## config.mk

```make
export PLATFORM = sky130hd
export DESIGN_NAME = spi_byte_bridge
export DESIGN_NICKNAME = d
export VERILOG_FILES = /design/src/rtl/spi_byte_bridge.sv
export SDC_FILE = /design/constraint.sdc
export NUM_CORES = 1
export LEC_CHECK = 0
export BUFFER_PORTS_ARGS = -buffer_cell sky130_fd_sc_hd__buf_2
export CORE_MARGIN = 2
export CORE_UTILIZATION = 59
export DETAILED_ROUTE_END_ITERATION = 10
export GPL_ROUTABILITY_DRIVEN = 0
export MAX_ROUTING_LAYER = met4
export PLACE_DENSITY = 0.86
export SYNTH_ARGS = -nofsm -noshare
export SYNTH_HDL_FRONTEND = slang
export SYNTH_HIERARCHICAL = 1
export SYNTH_SLANG_ARGS = --single-unit
```

## constraint.sdc

```tcl
create_clock -name clk -period 2.81 [get_ports clk]
set_input_delay 0.281 -clock clk [delete_from_list [all_inputs] [get_ports clk]]
set_output_delay 0.281 -clock clk [all_outputs]
set_load 0.005 [all_outputs]
```

## src/rtl/spi_byte_bridge.sv

```systemverilog
// Host byte FIFOs bridged to a single-outstanding-byte SPI master handshake.
// Latency: TX byte offered 2 cycles after a write into an idle bridge; received byte readable 1 cycle after its strobe.
// Backpressure: host writes dropped while TX full; master bytes dropped while RX full unless read that cycle.
// Optional sticky overflow flags enabled by defining SPI_BYTE_BRIDGE_OVF_EN.

module spi_byte_bridge_fifo #(
    parameter int DW        = 8,
    parameter int DEPTH     = 8,
    parameter bit PASS_FULL = 1'b0
) (
    input  logic                   clk,
    input  logic                   rst,
    input  logic                   push,
    input  logic [DW-1:0]          push_dat,
    input  logic                   pop,
    output logic [DW-1:0]          head_dat,
    output logic [$clog2(DEPTH):0] level,
    output logic                   full,
    output logic                   empty,
    output logic                   drop
);
    localparam int AW = $clog2(DEPTH);
    localparam int LW = AW + 1;
    localparam logic [LW-1:0] FULL_LVL = LW'(DEPTH);
    localparam logic [LW-1:0] CNT_ONE  = LW'(1);
    localparam logic [AW-1:0] PTR_ONE  = AW'(1);

    logic [DW-1:0] mem [DEPTH];
    logic [AW-1:0] wr_ptr;
    logic [AW-1:0] rd_ptr;
    logic [LW-1:0] count;
    logic          pop_ok;
    logic          push_ok;

    assign empty    = (count == '0);
    assign full     = (count == FULL_LVL);
    assign level    = count;
    assign pop_ok   = pop && !empty;
    // PASS_FULL lets a push into a full FIFO land in the slot freed by a same-cycle pop.
    assign push_ok  = push && (!full || (PASS_FULL && pop_ok));
    assign drop     = push && !push_ok;
    assign head_dat = empty ? '0 : mem[rd_ptr];

    always_ff @(posedge clk) begin
        if (push_ok) begin
            mem[wr_ptr] <= push_dat;
        end
    end

    always_ff @(posedge clk) begin
        if (rst) begin
            wr_ptr <= '0;
            rd_ptr <= '0;
            count  <= '0;
        end else begin
            if (push_ok) begin
                wr_ptr <= wr_ptr + PTR_ONE;
            end
            if (pop_ok) begin
                rd_ptr <= rd_ptr + PTR_ONE;
            end
            case ({push_ok, pop_ok})
                2'b10:   count <= count + CNT_ONE;
                2'b01:   count <= count - CNT_ONE;
                default: count <= count;
            endcase
        end
    end
endmodule

module spi_byte_bridge #(
    parameter int DATA_WIDTH = 8,
    parameter int DEPTH      = 8
) (
    input  logic                   clk,
    input  logic                   rst,
    input  logic [DATA_WIDTH-1:0]  wr_data,
    input  logic                   wr_en,
    output logic                   tx_full,
    output logic [$clog2(DEPTH):0] tx_level,
    input  logic                   rd_en,
    output logic [DATA_WIDTH-1:0]  rd_data,
    output logic                   rx_empty,
    output logic [$clog2(DEPTH):0] rx_level,
    output logic [DATA_WIDTH-1:0]  m_tx_data,
    output logic                   m_tx_valid,
    input  logic                   m_tx_ready,
    input  logic [DATA_WIDTH-1:0]  m_rx_data,
    input  logic                   m_rx_valid,
    output logic                   busy,
    output logic                   tx_ovf,
    output logic                   rx_ovf,
    input  logic                   ovf_clr
);
    localparam logic [1:0] IDLE    = 2'd0;
    localparam logic [1:0] ISSUE   = 2'd1;
    localparam logic [1:0] WAIT_RX = 2'd2;

    logic [1:0]            state;
    logic [1:0]            state_nxt;
    logic [DATA_WIDTH-1:0] tx_head;
    logic                  tx_empty;
    logic                  tx_pop;
    logic                  tx_drop;
    logic                  rx_push;
    logic                  rx_drop;
    logic                  rx_full_unused;

    assign m_tx_valid = (state == ISSUE);
    assign m_tx_data  = m_tx_valid ? tx_head : '0;
    assign busy       = (state != IDLE);
    assign tx_pop     = m_tx_valid && m_tx_ready;
    // Strobes arriving outside WAIT_RX do not belong to an outstanding byte.
    assign rx_push    = (state == WAIT_RX) && m_rx_valid;

    spi_byte_bridge_fifo #(
        .DW        (DATA_WIDTH),
        .DEPTH     (DEPTH),
        .PASS_FULL (1'b0)
    ) u_tx_fifo (
        .clk      (clk),
        .rst      (rst),
        .push     (wr_en),
        .push_dat (wr_data),
        .pop      (tx_pop),
        .head_dat (tx_head),
        .level    (tx_level),
        .full     (tx_full),
        .empty    (tx_empty),
        .drop     (tx_drop)
    );

    spi_byte_bridge_fifo #(
        .DW        (DATA_WIDTH),
        .DEPTH     (DEPTH),
        .PASS_FULL (1'b1)
    ) u_rx_fifo (
        .clk      (clk),
        .rst      (rst),
        .push     (rx_push),
        .push_dat (m_rx_data),
        .pop      (rd_en),
        .head_dat (rd_data),
        .level    (rx_level),
        .full     (rx_full_unused),
        .empty    (rx_empty),
        .drop     (rx_drop)
    );

    always_comb begin
        state_nxt = state;
        case (state)
            IDLE: begin
                if (!tx_empty) begin
                    state_nxt = ISSUE;
                end
            end
            ISSUE: begin
                if (m_tx_ready) begin
                    state_nxt = WAIT_RX;
                end
            end
            WAIT_RX: begin
                // Chain straight into the next byte so bursts have no idle gap.
                if (m_rx_valid) begin
                    state_nxt = tx_empty ? IDLE : ISSUE;
                end
            end
            default: state_nxt = IDLE;
        endcase
    end

    always_ff @(posedge clk) begin
        if (rst) begin
            state <= IDLE;
        end else begin
            state <= state_nxt;
        end
    end

`ifdef SPI_BYTE_BRIDGE_OVF_EN
    always_ff @(posedge clk) begin
        if (rst) begin
            tx_ovf <= 1'b0;
            rx_ovf <= 1'b0;
        end else begin
            if (tx_drop) begin
                tx_ovf <= 1'b1;
            end else if (ovf_clr) begin
                tx_ovf <= 1'b0;
            end
            if (rx_drop) begin
                rx_ovf <= 1'b1;
            end else if (ovf_clr) begin
                rx_ovf <= 1'b0;
            end
        end
    end
`else
    logic ovf_unused;
    assign ovf_unused = ^{ovf_clr, tx_drop, rx_drop};
    assign tx_ovf     = 1'b0;
    assign rx_ovf     = 1'b0;
`endif
endmodule
```

Word-level counts from Yosys, hierarchy flattened
Memories as Yosys holds them, arrays and structs flattened. A register that Yosys moved wholly into a read port is not among the register bits.
Cells that the tools add are included.
{"block": "op_classes", "addsub": 8, "n_eq_ne": 11, "muxes": 18, "reduce_logical": 18}
{"op": "$mux 8", "count": 3}
{"op": "$pmux 4 s2", "count": 2}
{"op": "$add 3x1->3 const B", "count": 4}
{"op": "$mux 3", "count": 4}
{"op": "$add 4x1->4 const B", "count": 2}
{"op": "$eq 4x4->1 const B", "count": 2}
{"op": "$logic_not 4->1", "count": 2}
{"op": "$sub 4x1->4 const B", "count": 2}
{"op": "$eq 2x1->1 const B", "count": 3}
{"op": "$eq 2x2->1 const B", "count": 3}
{"op": "$logic_and 1x1->1", "count": 6}
{"op": "$mux 2", "count": 3}
{"op": "$pmux 2 s3", "count": 1}
{"op": "$reduce_bool 2->1", "count": 3}
{"op": "$mux 1", "count": 5}
{"op": "$logic_not 1->1", "count": 4}
{"op": "$ne 2x2->1 const B", "count": 2}
{"op": "$reduce_and 3->1", "count": 1}
{"op": "$logic_not 2->1", "count": 1}
{"op": "$ne 2x1->1 const B", "count": 1}
{"op": "$logic_or 1x1->1", "count": 1}
{"block": "word_totals", "ff_bits": 22, "ramBits": 128, "input_bits": 23, "output_inout_bits": 30, "word_cells": 64, "n_memories": 2}
{"name": "u_rx_fifo.mem", "depth": 8, "width": 8, "rd": 1, "rd_ports_with_merged_regs": 1, "wr": 1, "line": "28", "rtl": "logic [DW-1:0] mem [DEPTH];"}
{"name": "u_tx_fifo.mem", "depth": 8, "width": 8, "rd": 1, "rd_ports_with_merged_regs": 1, "wr": 1, "line": "28"}

Logic depth before layout (Yosys ltp)
Gate-level depths: netlist of the first run.
{"block": "logic_depth", "word_depth": 7, "depth_mapped": 11, "ltp_nobuf": 10}

By module
The synthesis of the first run kept the hierarchy.
{"module": "spi_byte_bridge_fifo at u_rx_fifo", "instances": 1, "cells_each": 187, "area_per_inst_um2": 3199.3, "seq_area_each_um2": 2182.1}
{"module": "spi_byte_bridge_fifo at u_tx_fifo", "instances": 1, "cells_each": 176, "area_per_inst_um2": 3140.5, "seq_area_each_um2": 2182.1}
{"module": "spi_byte_bridge", "instances": 1, "cells_each": 27, "area_per_inst_um2": 205.2, "seq_area_each_um2": 40.0}

Worst setup path before layout of the first run
OpenSTA, ideal clock, no wires.
{"block": "synth_timing", "path_kind": "reg2reg", "from": "reg u_rx_fifo.count[1] (netlist: u_rx_fifo/level[1])", "to": "reg u_rx_fifo.count[3] (netlist: u_rx_fifo/level[3])", "setup_time_ns": 0.075, "arrival_time_ns": 2.436, "required_ns": 2.735, "slack_ns": 0.300, "path_stages_with_launch": 12, "path_buffers": 2, "synth_period_minus_slack_ns": 2.510, "path_cell_list": "dfxtp_1 -> buf_6 -> or3_1 -> buf_6 -> o21ai_2 -> or2_1 -> inv_2 -> ha_1 -> a21oi_1 -> a21oi_1 -> or3_1 -> a31oi_1"}
{"block": "synth_between", "elab_chain_cells": 7, "elab_cells_between_ends": 13, "cone_classes": "add/sub (2); eq/ne (3); mux (1); reduce/logical (7)"}
{"element": "from (decl)", "line": "31", "rtl": "logic [LW-1:0] count;"}
{"element": "from (signal assigned)", "line": "63", "rtl": "2'b10: count <= count + CNT_ONE;"}
{"element": "from (signal assigned)", "line": "64", "rtl": "2'b01: count <= count - CNT_ONE;"}
{"element": "from (signal assigned)", "line": "65", "rtl": "default: count <= count;"}
{"element": "$logic_not 4->1", "line": "35", "rtl": "assign empty = (count == '0);"}
{"element": "$logic_not 1->1", "line": "38", "rtl": "assign pop_ok = pop && !empty;"}
{"element": "$logic_and 1x1->1", "line": "38"}
{"element": "$logic_or 1x1->1", "line": "40", "rtl": "assign push_ok = push && (!full || (PASS_FULL && pop_ok));"}
{"element": "$logic_and 1x1->1", "line": "40"}
{"element": "$eq 2x1->1 or $eq 2x2->1 (tied branches)", "line": "62", "rtl": "case ({push_ok, pop_ok})"}
{"element": "$pmux 4 s2 or $reduce_bool 2->1 (tied branches)"}
Parallel ways exist; a longest one is shown, timed or not.
A chain may end at the register's enable or synchronous reset.

Final worst setup path of the first run
{"block": "layout_timing", "from": "reg u_tx_fifo.count[1] (netlist: u_tx_fifo/level[1])", "to": "reg u_tx_fifo.count[3] (netlist: u_tx_fifo/level[3])"}
{"block": "layout_between", "elab_chain_cells": 5, "elab_cells_between_ends": 12, "cone_classes": "add/sub (2); eq/ne (3); mux (1); reduce/logical (6)"}
{"element": "from (decl)", "line": "31"}
{"element": "from (signal assigned)", "line": "63"}
{"element": "from (signal assigned)", "line": "64"}
{"element": "from (signal assigned)", "line": "65"}
{"element": "$eq 4x4->1 or $logic_not 4->1 (tied branches)", "line": "36, 35"}
{"element": "$logic_not 1->1, on equally long branches", "line": "40, 38"}
{"element": "$logic_and 1x1->1, on equally long branches", "line": "40, 38"}
{"element": "$eq 2x1->1 or $eq 2x2->1 (tied branches)", "line": "62"}
{"element": "$pmux 4 s2 or $reduce_bool 2->1 (tied branches)"}
Parallel ways exist; a longest one is shown, timed or not.

==> flow_metrics.env, run 1 <==
export IMPL_synthCells=387
export IMPL_skew_ns=0.00793
export IMPL_postLayoutCoreUtil_pct=70.3
export IMPL_area_growth_pct=16.7
export IMPL_drv_cap=0
export IMPL_layout_setup_ws_ns=0.160
export IMPL_reg2reg_slack_ns=0.16
export IMPL_finalCriticalPeriod_ns=2.65
export IMPL_grt_max_degree=26
export IMPL_clock_sinks=156
export IMPL_synth_warnings=6
export IMPL_holdCritPathClass="primary input to flip-flop"
export IMPL_cts_resized=0
export IMPL_portBuffers=49
export IMPL_finalMaxSlewViolations=0
export IMPL_wl_um=11900
export IMPL_power_total_w=0.00618
export IMPL_drt_wirelength_per_cell_um=19.4
export IMPL_drt_iter0_markers=184
export IMPL_rsz0062_at_grt="false"
export IMPL_ir_worst_vdd_v=0.000505
export IMPL_dieWidth_um=109
export IMPL_vias=3571
export IMPL_die_y_um=109
export IMPL_fmax_ghz=0.377
export IMPL_slew_limit_headroom_pct=45.6
export IMPL_worst_slew_pin_slew_ns=0.815
export IMPL_clock_latency_ns=0.52
export IMPL_pin_count=53
export IMPL_timing_critical_path_from_type="flip-flop"
export IMPL_setup_tns_ns=0
export IMPL_antenna_found_initial=0
export IMPL_critical_path_required_ns=3.22
export IMPL_syn_avg_cell_area_um2=16.9
export IMPL_ant_nets=0
export IMPL_drc=0
export IMPL_start_util_pct=60.2
export IMPL_dpl_hpwl_um=7590
export IMPL_final_hold_viol_count=0
export IMPL_root_buffer="clkbuf_8"
export IMPL_cts_max_level=4
export IMPL_first_pass_iters=5
export IMPL_arrival_ns=3.06
export IMPL_cts_tree="done"
export IMPL_synth_area_mm2=0.00653
export IMPL_grt_pass1_vias=3685
export IMPL_drive_gt1_share_pct=33.1
export IMPL_dpl_worst_slack_ns=0.163
export IMPL_viasPerCell=5.82
export IMPL_fp_row_count=38
export IMPL_setup_viol=0
export IMPL_final_net_count=494
export IMPL_stdcell_area_mm2=0.00762
export IMPL_grt_usage_pct=22.7
export IMPL_postPlaceCellArea_mm2=0.00700
export IMPL_power_density_mw_per_mm2=810
export IMPL_cts_buffers=17
export IMPL_grt_first_pass_wirelength_um=18700
export IMPL_clockBufferDepth=2
export IMPL_fin_crit_sh_pct=94.3
export IMPL_p_leak_nw=2.70
export IMPL_overflow=0
export IMPL_core_area_mm2=0.0108
export IMPL_clk_pin_slew_ns=0.06
export IMPL_diodes=0
export IMPL_endpoint_kind="flip-flop"
export IMPL_outcome="complete, no violations"
export IMPL_worstSetupPathType="flip-flop to flip-flop"
export IMPL_cp_max_fo=8
export IMPL_die_area_mm2=0.0119
[critical path, cell delays in order (launching register included)]
cell	delay, ns
dfxtp_1	0.38
or4b_1	0.73
nand2_8	0.18
ha_1	0.29
nand2_1	0.07
mux2_2	0.26
o41ai_1	0.27
mux2_1	0.35
[sequential cells by signal, indices dropped and copies added, names as in the netlist, named ones only]
name and count:
u_rx_fifo/wr_ptr 3, u_tx_fifo/level 4, u_tx_fifo/rd_ptr 3, u_rx_fifo/level 4
u_tx_fifo/wr_ptr 3, u_tx_fifo/mem 64, state 2, u_rx_fifo/rd_ptr 3
u_rx_fifo/mem 64
[area by class of cell]
cell class                      instances  area [um^2]
Fill cell                             725         3220
Clock inverter                         13          185
Clock buffer                           19          422
Sequential cell                       156         4400
Inverter                                6         22.5
Multi-Input combinational cell        204         1960
Tap cell                              140          175
Timing Repair Buffer                   76          453
[timing repair]
action	4_1_cts	5_1_grt
hold buffers	2	0
buffers inserted	0	0
hold endpoints to repair	7	0
[stage by stage]
stage	std cells	hold WS, ns
after detailed placement	580	0.520
after CTS	614	0.00471
after global routing	614	0.0144
final	614	0.0246
after global placement	580	0.508
after floorplan	388	0.350
[power by group]
group | switching, W | internal (W)
sequential | 0.0000756 | 0.00259
clock | 0.000881 | 0.00145
combinational | 0.000614 | 0.000569
total | 0.00157 | 0.00461
[layer usage]
| layer | share of wire (%) | track usage [%] | vias to the layer above | routed length, um |
|---|---|---|---|---|
| met5 | 0 | - | - | 0 |
| met4 | 1.8 | 7.59 | 0 | 218 |
| met3 | 5.4 | 6.28 | 27 | 644 |
| met2 | 54 | 39.6 | 110 | 6460 |
| met1 | 39 | 25.1 | 1792 | 4610 |
| li1 | - | - | 1642 | - |
[cells in the final DEF (no fill, tap or decap), types with 3 or more instances in the layout]
master	n
nand2_1	5
or3_1	3
nor2_1	45
dfxtp_1	28
inv_6	5
edfxtp_1	128
mux2i_1	21
nand3_1	4
inv_1	5
a21oi_1	6
clkbuf_16	16
bufinv_16	4
and2_2	9
buf_4	25
nand2b_1	7
xnor2_1	4
ha_1	9
nor3_1	10
xor2_1	9
buf_2	49
mux4_2	32
[worst paths after layout]
kind	to	depth (start not counted)	from
setup / recovery	u_tx_fifo/level[3]$_SDFFE_PP0P_	7	u_tx_fifo/level[1]$_SDFFE_PP0P_
hold / removal	u_tx_fifo/mem[2][5]$_DFFE_PP_	1	wr_data[5]
setup reg to reg	u_tx_fifo/level[3]$_SDFFE_PP0P_	7	u_tx_fifo/level[1]$_SDFFE_PP0P_
hold reg to reg	flip-flop	2	u_rx_fifo/rd_ptr[2]$_SDFFE_PP0N_
(Power assumes the default switching activity.)
==> run 2, diff against run 1 <==
--- a/config.mk
+++ b/config.mk
@@ -10,7 +10,6 @@
 export CORE_UTILIZATION = 59
 export DETAILED_ROUTE_END_ITERATION = 10
 export GPL_ROUTABILITY_DRIVEN = 0
-export MAX_ROUTING_LAYER = met4
 export PLACE_DENSITY = 0.86
 export SYNTH_ARGS = -nofsm -noshare
 export SYNTH_HDL_FRONTEND = slang
==> run 2 against run 1 <==
Against the previous run: maximum frequency about the same; clock power about the same; cell count unchanged; first-iteration DRC count fell by 5.4%; non-clock buffer count stayed put; hold slack worse by 0.0077 ns.
==> flow_metrics.env, run 2 (synthesis results as in run 1) <==
export IMPL_slew_limit_headroom_pct=45.7
export IMPL_rr_worst_depth=7
export IMPL_whs_path_depth=1
export IMPL_timing_critical_path_from_type="flip-flop"
export IMPL_area_growth_pct=16.7
export IMPL_setup_viol=0
export IMPL_endpoint_kind="flip-flop"
export IMPL_hp_start="wr_data[5]"
export IMPL_outcome="complete, no violations"
export IMPL_viasPerCell=5.81
export IMPL_fin_crit_sh_pct=94.3
export IMPL_use_met1_pct=24.8
export IMPL_die_y_um=109
export IMPL_start_util_pct=60.2
export IMPL_wl_um=12000
export IMPL_drv_cap=0
export IMPL_holdCritPathClass="primary input to flip-flop"
export IMPL_switchingPower_w=0.00158
export IMPL_core_area_mm2=0.0108
export IMPL_final_common_cell="edfxtp_1"
export IMPL_internal_power_w=0.00461
export IMPL_grt_first_pass_wirelength_um=18700
export IMPL_diodes=0
export IMPL_final_net_count=494
export IMPL_skew_ns=0.00871
export IMPL_first_pass_iters=6
export IMPL_post_cts_setup_buffers=0
export IMPL_clock_sinks=156
export IMPL_final_hold_viol_count=0
export IMPL_drive_gt1_share_pct=33.1
export IMPL_dieWidth_um=109
export IMPL_layout_setup_ws_ns=0.159
export IMPL_drt_wirelength_per_cell_um=19.5
export IMPL_die_area_mm2=0.0119
export IMPL_clock_latency_ns=0.53
export IMPL_mostFrequentLayoutCells="edfxtp_1 (128), buf_2 (49), nor2_1 (45), mux4_2 (32), dfxtp_1 (28)"
export IMPL_setup_tns_ns=0
export IMPL_fmax_ghz=0.377
export IMPL_cp_max_fo=8
export IMPL_power_share_clock_pct=37.8
export IMPL_ir_worst_vdd_v=0.000505
export IMPL_grt_usage_pct=22.0
export IMPL_rsz0062_at_grt="false"
export IMPL_arrival_ns=3.07
export IMPL_reg2reg_from="u_tx_fifo/level[1]$_SDFFE_PP0P_"
export IMPL_grt_use_met2_pct=39.7
export IMPL_met3_usage_pct=6.69
export IMPL_min_to="u_tx_fifo/mem[2][5]$_DFFE_PP_"
export IMPL_cts_max_level=4
export IMPL_grt_pass1_vias=3691
export IMPL_clockBufferDepth=2
export IMPL_pin_count=53
export IMPL_critical_path_required_ns=3.23
export IMPL_p_leak_nw=2.70
export IMPL_grt_max_degree=26
export IMPL_dpl_worst_slack_ns=0.163
export IMPL_cts_resized=0
export IMPL_finalCriticalPeriod_ns=2.65
export IMPL_cts_tree="done"
export IMPL_rr_endpoint="u_tx_fifo/level[3]$_SDFFE_PP0P_"
export IMPL_power_density_mw_per_mm2=811
export IMPL_p_seq_share_pct=43.1
export IMPL_fp_row_count=38
export IMPL_drt_iter0_markers=174
export IMPL_swShare_pct=25.5
export IMPL_drc=0
export IMPL_worst_slew_pin_slew_ns=0.813
export IMPL_finalMaxSlewViolations=0
export IMPL_hold_buffers=2
export IMPL_portBuffers=49
export IMPL_reg2reg_slack_ns=0.16
export IMPL_vias=3570
export IMPL_root_buffer="clkbuf_8"
export IMPL_antenna_found_initial=0
export IMPL_overflow=0
export IMPL_dpl_hpwl_um=7590
export IMPL_worstSetupPathType="flip-flop to flip-flop"
export IMPL_ant_nets=0
export IMPL_cts_buffers=17
export IMPL_comb_power_share_pct=19.2
export IMPL_clk_pin_slew_ns=0.06
export IMPL_grt_busiest_layer="met2"
export IMPL_top_regs="u_rx_fifo/mem x64, u_tx_fifo/mem x64"
run 2: cell counts in the layout (fill, tap and decap cells not counted):
Identical to the previous run, type by type.
run 2: layout make-up:
| class | instances | area [um^2] |
|---|---|---|
| inverter | 6 | 22.5 |
| multi-input combinational | 204 | 1960 |
| fill | 725 | 3220 |
| clock inverter | 13 | 185 |
| timing repair buffer | 76 | 453 |
| sequential | 156 | 4400 |
| tap | 140 | 175 |
| clock buffer | 19 | 422 |
run 2: power groups by stage:
stage / Combinational, W / Sequential [W] / Clock [W]
5_1_grt: 0.00131 / 0.00267 / 0.00246
6_report: 0.00118 / 0.00266 / 0.00234
4_1_cts: 0.00121 / 0.00266 / 0.00237
3_3_place_gp: 0.00115 / 0.00271 / 0
2_1_floorplan: 0.000872 / 0.00270 / 0
3_5_place_dp: 0.00120 / 0.00271 / 0
run 2: per-stage QoR:
| step | hold WS [ns] | std cells | cell area [um^2] | power [W] | util, % |
|---|---|---|---|---|---|
| 5_1_grt | 0.0107 | 614 | 7620 | 0.00644 | 70.3 |
| 2_1_floorplan | 0.350 | 388 | 6530 | 0.00357 | - |
| 4_1_cts | 0.00471 | 614 | 7620 | 0.00624 | 70.3 |
| 3_3_place_gp | 0.508 | 580 | 7000 | 0.00386 | 64.5 |
| 3_5_place_dp | 0.520 | 580 | 7000 | 0.00391 | 64.5 |
| 6_report | 0.0169 | 614 | 7620 | 0.00619 | 70.3 |
run 2: critical path: stages (launching register included):
cell and delay (ns):
dfxtp_1 0.38, or4b_1 0.73, nand2_8 0.18, ha_1 0.29, nand2_1 0.07, mux2_2 0.26
o41ai_1 0.27, mux2_1 0.35
run 2: worst max path at each step:
| stage | startpoint | end | slack (ns) | cells past startpoint |
|---|---|---|---|---|
| after floorplan | u_rx_fifo/level[1]$_SDFFE_PP0P_ | u_rx_fifo/level[3]$_SDFFE_PP0P_ | 0.31 | 11 |
| after global placement | u_tx_fifo/level[1]$_SDFFE_PP0P_ | u_tx_fifo/level[3]$_SDFFE_PP0P_ | 0.21 | 7 |
| after detailed placement | u_tx_fifo/level[1]$_SDFFE_PP0P_ | u_tx_fifo/level[3]$_SDFFE_PP0P_ | 0.16 | 7 |
| after CTS | u_tx_fifo/level[1]$_SDFFE_PP0P_ | u_tx_fifo/level[3]$_SDFFE_PP0P_ | 0.16 | 7 |
| after global routing | u_tx_fifo/level[1]$_SDFFE_PP0P_ | u_tx_fifo/level[2]$_SDFFE_PP0P_ | 0.05 | 9 |
| final | u_tx_fifo/level[1]$_SDFFE_PP0P_ | u_tx_fifo/level[3]$_SDFFE_PP0P_ | 0.16 | 7 |
run 2: layer usage:
metal / wire [um] / up-vias
met1: 4580 / 1803
met3: 706 / 20
met4: 187 / 0
li1: - / 1642
met2: 6500 / 105
met5: 0 / -
